$ cat src/rtl/idex_hazard_unit.sv
// -----------------------------------------------------------------------------
// idex_hazard_unit
//
// Hazard and forwarding controller on the read side of the ID/EX pipeline
// register. It keeps a shadow of {valid, rd, load} for the instructions now in
// EX, MEM and WB. From that shadow and the operands of the ID instruction it
// computes:
//   - the forwarding selects for operand ports A, B and C
//   - the load-use stall
//   - the branch flush
//   - the memory-busy freeze
// All outputs are combinational in the current cycle, so they take effect with
// no added latency.
//
// Parameters
//   LOAD_LATENCY : stages after EX before load data can be forwarded (1 or 2)
//   PC_REG       : register number that never hazards and is never forwarded
//
// Ports
//   CLK            pipeline clock
//   CLR            synchronous active-high reset
//   ID_Rn/Rm/Rs    source registers of ports A/B/C in ID
//   ID_Use[2:0]    per-port use flags (bit0=A, bit1=B, bit2=C)
//   ID_rf, ID_Rd   ID instruction writes register ID_Rd
//   ID_Load        ID instruction is a load
//   Branch_Taken   branch resolved taken in EX this cycle
//   Mem_Busy       data memory not ready; freeze the whole pipeline
//   PC_LE          PC load enable
//   IFID_LE        IF/ID load enable
//   IFID_CLR       IF/ID clear
//   IDEX_CLR       ID/EX clear (bubble insert)
//   Fwd_A/B/C      operand select: 00 regfile, 01 EX, 10 MEM, 11 WB
//
// Optional build macro
//   IDEX_HAZARD_PERF_CNT_EN : adds Stall_Count / Flush_Count outputs, 16-bit
//   saturating counters of STALL and FLUSH cycles. They clear on CLR and
//   hold while frozen. With the macro undefined, the ports and counters are
//   absent.
//
// Cycle mode (decided combinationally each cycle, priority top to bottom)
//   state     | meaning
//   ----------+-------------------------------------------------------------
//   ST_FREEZE | Mem_Busy: all enables low, slots hold, branch ignored
//   ST_FLUSH  | branch taken: clear IF/ID and ID/EX, EX slot gets a bubble
//   ST_STALL  | load-use: hold PC and IF/ID, bubble into EX, MEM/WB shift
//   ST_RUN    | normal advance, ID instruction enters the EX slot
// -----------------------------------------------------------------------------
module idex_hazard_unit #(
  parameter int         LOAD_LATENCY = 1,
  parameter logic [3:0] PC_REG       = 4'd15
) (
  input  logic        CLK,
  input  logic        CLR,
  input  logic [3:0]  ID_Rn,
  input  logic [3:0]  ID_Rm,
  input  logic [3:0]  ID_Rs,
  input  logic [2:0]  ID_Use,
  input  logic        ID_rf,
  input  logic [3:0]  ID_Rd,
  input  logic        ID_Load,
  input  logic        Branch_Taken,
  input  logic        Mem_Busy,
  output logic        PC_LE,
  output logic        IFID_LE,
  output logic        IFID_CLR,
  output logic        IDEX_CLR,
  output logic [1:0]  Fwd_A,
  output logic [1:0]  Fwd_B,
  output logic [1:0]  Fwd_C
`ifdef IDEX_HAZARD_PERF_CNT_EN
  ,
  output logic [15:0] Stall_Count,
  output logic [15:0] Flush_Count
`endif
);

  typedef enum logic [1:0] {
    ST_RUN    = 2'd0,
    ST_STALL  = 2'd1,
    ST_FLUSH  = 2'd2,
    ST_FREEZE = 2'd3
  } state_t;

  localparam logic [1:0] FWD_RF  = 2'b00;
  localparam logic [1:0] FWD_EX  = 2'b01;
  localparam logic [1:0] FWD_MEM = 2'b10;
  localparam logic [1:0] FWD_WB  = 2'b11;

  // A load sitting in MEM can only forward when the data is already there,
  // i.e. when the load latency is a single stage.
  localparam bit MEM_LOAD_BLOCKED = (LOAD_LATENCY > 1);

  // ---------------------------------------------------------------------------
  // Shadow slots for EX, MEM and WB
  // ---------------------------------------------------------------------------
  logic       ex_v,  mem_v,  wb_v;
  logic [3:0] ex_rd, mem_rd, wb_rd;
  logic       ex_ld, mem_ld, wb_ld;

  state_t     state;
  logic       load_use;
  logic [3:0] src     [3];
  logic [1:0] fwd_sel [3];

  assign src[0] = ID_Rn;
  assign src[1] = ID_Rm;
  assign src[2] = ID_Rs;

  // ---------------------------------------------------------------------------
  // Hazard resolution. Each port looks for the youngest matching producer.
  // A younger match always shadows older ones, so a load in EX blocks the
  // port even when MEM or WB also hold the register.
  // ---------------------------------------------------------------------------
  always_comb begin
    load_use = 1'b0;
    for (int p = 0; p < 3; p++) begin
      fwd_sel[p] = FWD_RF;
      if (ID_Use[p] && (src[p] != PC_REG)) begin
        if (ex_v && (ex_rd == src[p])) begin
          if (ex_ld) begin
            load_use = 1'b1;
          end else begin
            fwd_sel[p] = FWD_EX;
          end
        end else if (mem_v && (mem_rd == src[p])) begin
          if (mem_ld && MEM_LOAD_BLOCKED) begin
            load_use = 1'b1;
          end else begin
            fwd_sel[p] = FWD_MEM;
          end
        end else if (wb_v && (wb_rd == src[p])) begin
          fwd_sel[p] = FWD_WB;
        end
      end
    end
  end

  assign Fwd_A = fwd_sel[0];
  assign Fwd_B = fwd_sel[1];
  assign Fwd_C = fwd_sel[2];

  // ---------------------------------------------------------------------------
  // Mode selection (next-state logic). The mode is re-evaluated every cycle;
  // a multi-cycle stall falls out naturally as the load walks through MEM.
  // ---------------------------------------------------------------------------
  always_comb begin
    state = ST_RUN;
    if (Mem_Busy) begin
      state = ST_FREEZE;
    end else if (Branch_Taken) begin
      state = ST_FLUSH;
    end else if (load_use) begin
      state = ST_STALL;
    end
  end

  // ---------------------------------------------------------------------------
  // Pipeline control outputs
  // ---------------------------------------------------------------------------
  always_comb begin
    PC_LE    = 1'b1;
    IFID_LE  = 1'b1;
    IFID_CLR = 1'b0;
    IDEX_CLR = 1'b0;
    case (state)
      ST_FREEZE: begin
        PC_LE   = 1'b0;
        IFID_LE = 1'b0;
      end
      ST_FLUSH: begin
        IFID_CLR = 1'b1;
        IDEX_CLR = 1'b1;
      end
      ST_STALL: begin
        PC_LE    = 1'b0;
        IFID_LE  = 1'b0;
        IDEX_CLR = 1'b1;
      end
      default: begin
        PC_LE   = 1'b1;
        IFID_LE = 1'b1;
      end
    endcase
  end

  // ---------------------------------------------------------------------------
  // Slot register. FREEZE holds everything; otherwise the slots shift and EX
  // takes either the ID instruction (RUN) or a bubble (STALL / FLUSH).
  // ---------------------------------------------------------------------------
  always_ff @(posedge CLK) begin
    if (CLR) begin
      ex_v   <= 1'b0;
      ex_rd  <= 4'd0;
      ex_ld  <= 1'b0;
      mem_v  <= 1'b0;
      mem_rd <= 4'd0;
      mem_ld <= 1'b0;
      wb_v   <= 1'b0;
      wb_rd  <= 4'd0;
      wb_ld  <= 1'b0;
    end else if (state != ST_FREEZE) begin
      wb_v   <= mem_v;
      wb_rd  <= mem_rd;
      wb_ld  <= mem_ld;
      mem_v  <= ex_v;
      mem_rd <= ex_rd;
      mem_ld <= ex_ld;
      if (state == ST_RUN) begin
        ex_v  <= ID_rf;
        ex_rd <= ID_Rd;
        ex_ld <= ID_Load;
      end else begin
        ex_v  <= 1'b0;
        ex_rd <= 4'd0;
        ex_ld <= 1'b0;
      end
    end
  end

`ifdef IDEX_HAZARD_PERF_CNT_EN
  // ---------------------------------------------------------------------------
  // Saturating performance counters; frozen cycles are neither STALL nor
  // FLUSH, so the counters hold through them.
  // ---------------------------------------------------------------------------
  always_ff @(posedge CLK) begin
    if (CLR) begin
      Stall_Count <= 16'd0;
      Flush_Count <= 16'd0;
    end else begin
      if ((state == ST_STALL) && (Stall_Count != 16'hFFFF)) begin
        Stall_Count <= Stall_Count + 16'd1;
      end
      if ((state == ST_FLUSH) && (Flush_Count != 16'hFFFF)) begin
        Flush_Count <= Flush_Count + 16'd1;
      end
    end
  end
`else
  // Counters are not built in this configuration.
`endif

endmodule

$ cat config.mk
export PLATFORM = sky130hd
export DESIGN_NAME = idex_hazard_unit
export DESIGN_NICKNAME = d
export VERILOG_FILES = /design/src/rtl/idex_hazard_unit.sv
export SDC_FILE = /design/constraint.sdc
export NUM_CORES = 1
export LEC_CHECK = 0
export CAP_MARGIN = 20
export CORE_AREA = 5 5 60 62
export DETAILED_ROUTE_END_ITERATION = 6
export DIE_AREA = 0 0 65 67
export HOLD_SLACK_MARGIN = 0.15
export PLACE_DENSITY_LB_ADDON = 0.2
export REMOVE_ABC_BUFFERS = 1
export SYNTH_ARGS = -nofsm -noshare
export SYNTH_HDL_FRONTEND = slang
export SYNTH_SLANG_ARGS = --single-unit
$ cat constraint.sdc
create_clock -name CLK -period 2.6 [get_ports CLK]
set_input_delay 0.39 -clock CLK [delete_from_list [all_inputs] [get_ports CLK]]
set_output_delay 0.39 -clock CLK [all_outputs]
set_load 0.03 [all_outputs]
==> metrics <==
Die Height ~67 um; NetSw approximately 0.00016 W; f_max between 400 and 500 MHz; period utilisation layout a little over nine tenths; CP Data Required Time between 2000 and 2500 ps; die outline area approximately 0.0044 mm2; Comb pwr share about 27%; IO Pins 35; Multi-input gate area about 900 um2; H-tree depth reported by CTS 1; yosys warns 0; CP arrival 2100 ps; final WL ~3400 um; Std-Cell Rows 20; Routed wire per std cell between 10 and 15 um; pin count of the biggest net entering global routing 17; global-route wire length before repair 5660 um; min-delay worst type reg2reg; DR pass1 iterations 4; Largest stage delay, worst path ~380 ps; design area roughly 0.0018 mm2; clk slew on worst S/H paths approximately 90 ps; Final Skew 3.88 ps; delay-heaviest family, CP compound AO/OA/AOI/OAI gates; placed inst area 0.00172 mm2; CTS tree done; Internal approximately 0.00041 W; Post-CTS Setup Repair Bufs 0; Num CTS Buffers 3; CP Capture Type output port; min Tclk post-route 2490 ps; crit-path cells xor2_1 > nor3_1 > nand3_1 > o21a_1 > o31ai_2 > ha_1 > buf_6; Avg Inst Size Synth around 8.4 um2; core area 0.00298 mm2; Fin Setup TNS 0 ps; routability congestion estimate about 0.83; post-DP HPWL between 2000 and 3000 um; worst path bufs/invs 1; status completed; Max-slew headroom 61.1%; crit path max fanout 4; Hold Vio Cnt, Final 0; critical path class reg2out; GRT Total Usage between 10% and 20%; clock latency on the worst-skew pair between 200 and 300 ps; Root Driver clkbuf_4; fin. max-slew vios 0; sequential area share after synthesis roughly a quarter; number of global-route vias before repair ~1300; 1st-iter DRT viols 38; Fillers 282; register area approximately 330 um2; Chip Width 65 um; Final ANT Viol Nets 0; gate count after technology mapping 147; sw frac a little over a quarter; power per cell area around 320 mW/mm2; layout net count 227; layout cells sized above 1 between 20% and 30%; Seq pwr share around 44%; Final setup viols 0; grt total ovfl 0; measured slew at the worst slew-check pin ~580 ps; CTS Buffer Depth 2; vias per std cell approximately 5.2; count of input and output buffers 34; DRC 0; Inserted Diodes 0; clock network power share 28.7%; Yosys cell types 33; Syn Std Cell Area approximately 0.0012 mm2; Static Leak between 0.8 and 0.9 nW; initial antenna violation count 0; Worst VDD drop roughly 0.26 mV; hold_buf cts 0; RSZ-0062 raised after global routing no; Synth Register Bits 16; Slowest cell on crit path dfxtp_2; Initial Util about two fifths; CP Launch Type flop; Area Growth Syn to Fin 47.0%; Clock Sinks 16; max_cap viols 0; via count roughly 1200
cell usage in the layout (no fill, tap or decap), drive strengths merged:
cell and count:
a22oi 6, a31oi 3, a32oi 1, a41o 1, and3 1, and4 1, buf 34, clkbuf 4
clkdlybuf4s50 14, dfxtp 16, dlygate4sd2 10, dlymetal6s2s 1, ha 2, inv 3, mux2i 10, nand2 8
nand3 6, nand3b 2, nand4 3, nor2 18, nor2b 2, nor3 5, nor3b 1, nor4 5
o21a 1, o22ai 2, o31a 1, o31ai 1, or2 1, xnor2 7, xor2 29
Yosys cell counts (all sizes together):
master	n	share of area [%]
nor2b	2	1.0
nor4	5	4.3
clkbuf	4	1.2
nand3	6	2.4
nor3	5	2.0
a32oi	1	0.71
mux2i	10	8.1
nand4	3	1.5
nand2	8	2.4
inv	3	0.91
nand3b	2	1.2
a31oi	3	1.5
or2	1	0.51
a41o	1	0.81
ha	2	2.0
nor2	18	5.5
o31ai	1	0.61
a22oi	6	3.7
nor3b	1	0.61
o31a	1	0.71
xor2	29	21
and3	1	0.51
o22ai	2	1.0
dfxtp	16	26
and4	1	0.71
xnor2	7	5.0
buf	7	3.9
o21a	1	0.61
area by class of cell:
| type | count | share of cell area, % |
|---|---|---|
| flip-flops and latches | 16 | 18.2 |
| clock buffers | 4 | 2.00 |
| repair buffers | 59 | 27.5 |
| inverters | 3 | 0.621 |
| multi-input cells | 117 | 49.3 |
| well taps | 33 | 2.28 |
what timing repair did:
item	in CTS	in global routing
endpoints found under the hold margin	0	0
pin swaps	8	4
endpoints found under the setup margin	3	2
resized for setup	23	9
power by group through the flow:
stage	logic, W	registers [W]	clock network (W)
2_1_floorplan	0.0000624	0.000256	0
3_3_place_gp	0.000152	0.000258	0
3_5_place_dp	0.000155	0.000258	0
4_1_cts	0.000153	0.000252	0.000170
5_1_grt	0.000169	0.000252	0.000175
6_report	0.000156	0.000251	0.000164
worst register-to-register path: stages, from the launching register on:
cell     delay (ps)
dfxtp_2         380
xor2_1          170
nor3_1          190
nand3_1         190
o21a_1          260
o31a_1          300
ha_1            200
nor2b_1         190
a22oi_1         190
nor2_1           60
metrics by stage:
step	cells	hold slack [ps]	power (W)	worst slack, ps	util [%]
after floorplan	136	462	0.000319	164	-
after global placement	228	553	0.000410	-520	57.8
after detailed placement	228	560	0.000413	-565	57.8
after CTS	232	575	0.000574	17.0	59.3
after global routing	232	629	0.000596	5.17	60.9
final	232	577	0.000572	106	60.9
final timing paths:
path	start	end	slack, ps	cells past startpoint
setup / recovery	ex_rd[2]$_SDFFE_PP0P_	IDEX_CLR	110	7
hold / removal	wb_v$_SDFFE_PP0P_	wb_v$_SDFFE_PP0P_	580	2
setup reg to reg	ex_rd[2]$_SDFFE_PP0P_	ex_rd[0]$_SDFFE_PP0P_	350	9
hold reg to reg	wb_v$_SDFFE_PP0P_	wb_v$_SDFFE_PP0P_	580	2
kinds of logic after synthesis:
| kind of cell | synth area share, % |
|---|---|
| adders and majority gates | 2.03 |
| and+or+nand+nor | 22.7 |
| xor gates and xnor gates | 25.6 |
| buffers and inverters | 5.98 |
| AOI/OAI and AO/OA | 9.64 |
| DFF | 26.0 |
| muxes | 8.11 |
flip-flops by register name (all words and copies together), names as in the netlist:
| register | cells |
|---|---|
| ex_rd | 4 |
| mem_rd | 4 |
| wb_rd | 4 |
| ex_ld | 1 |
| ex_v | 1 |
| mem_v | 1 |
| wb_v | 1 |
layer usage:
metal  routed length [um]  share of wire, %  global-route usage [%]  up-vias
met3                  141               4.1                    3.20        5
li1                     -                 -                       -      615
met2                 1700                50                    28.4       29
met1                 1550                45                    21.0      568
met5                    0                 0                       0        -
met4                   37               1.1                    6.86        0
Power figures use the tool's default switching activity.
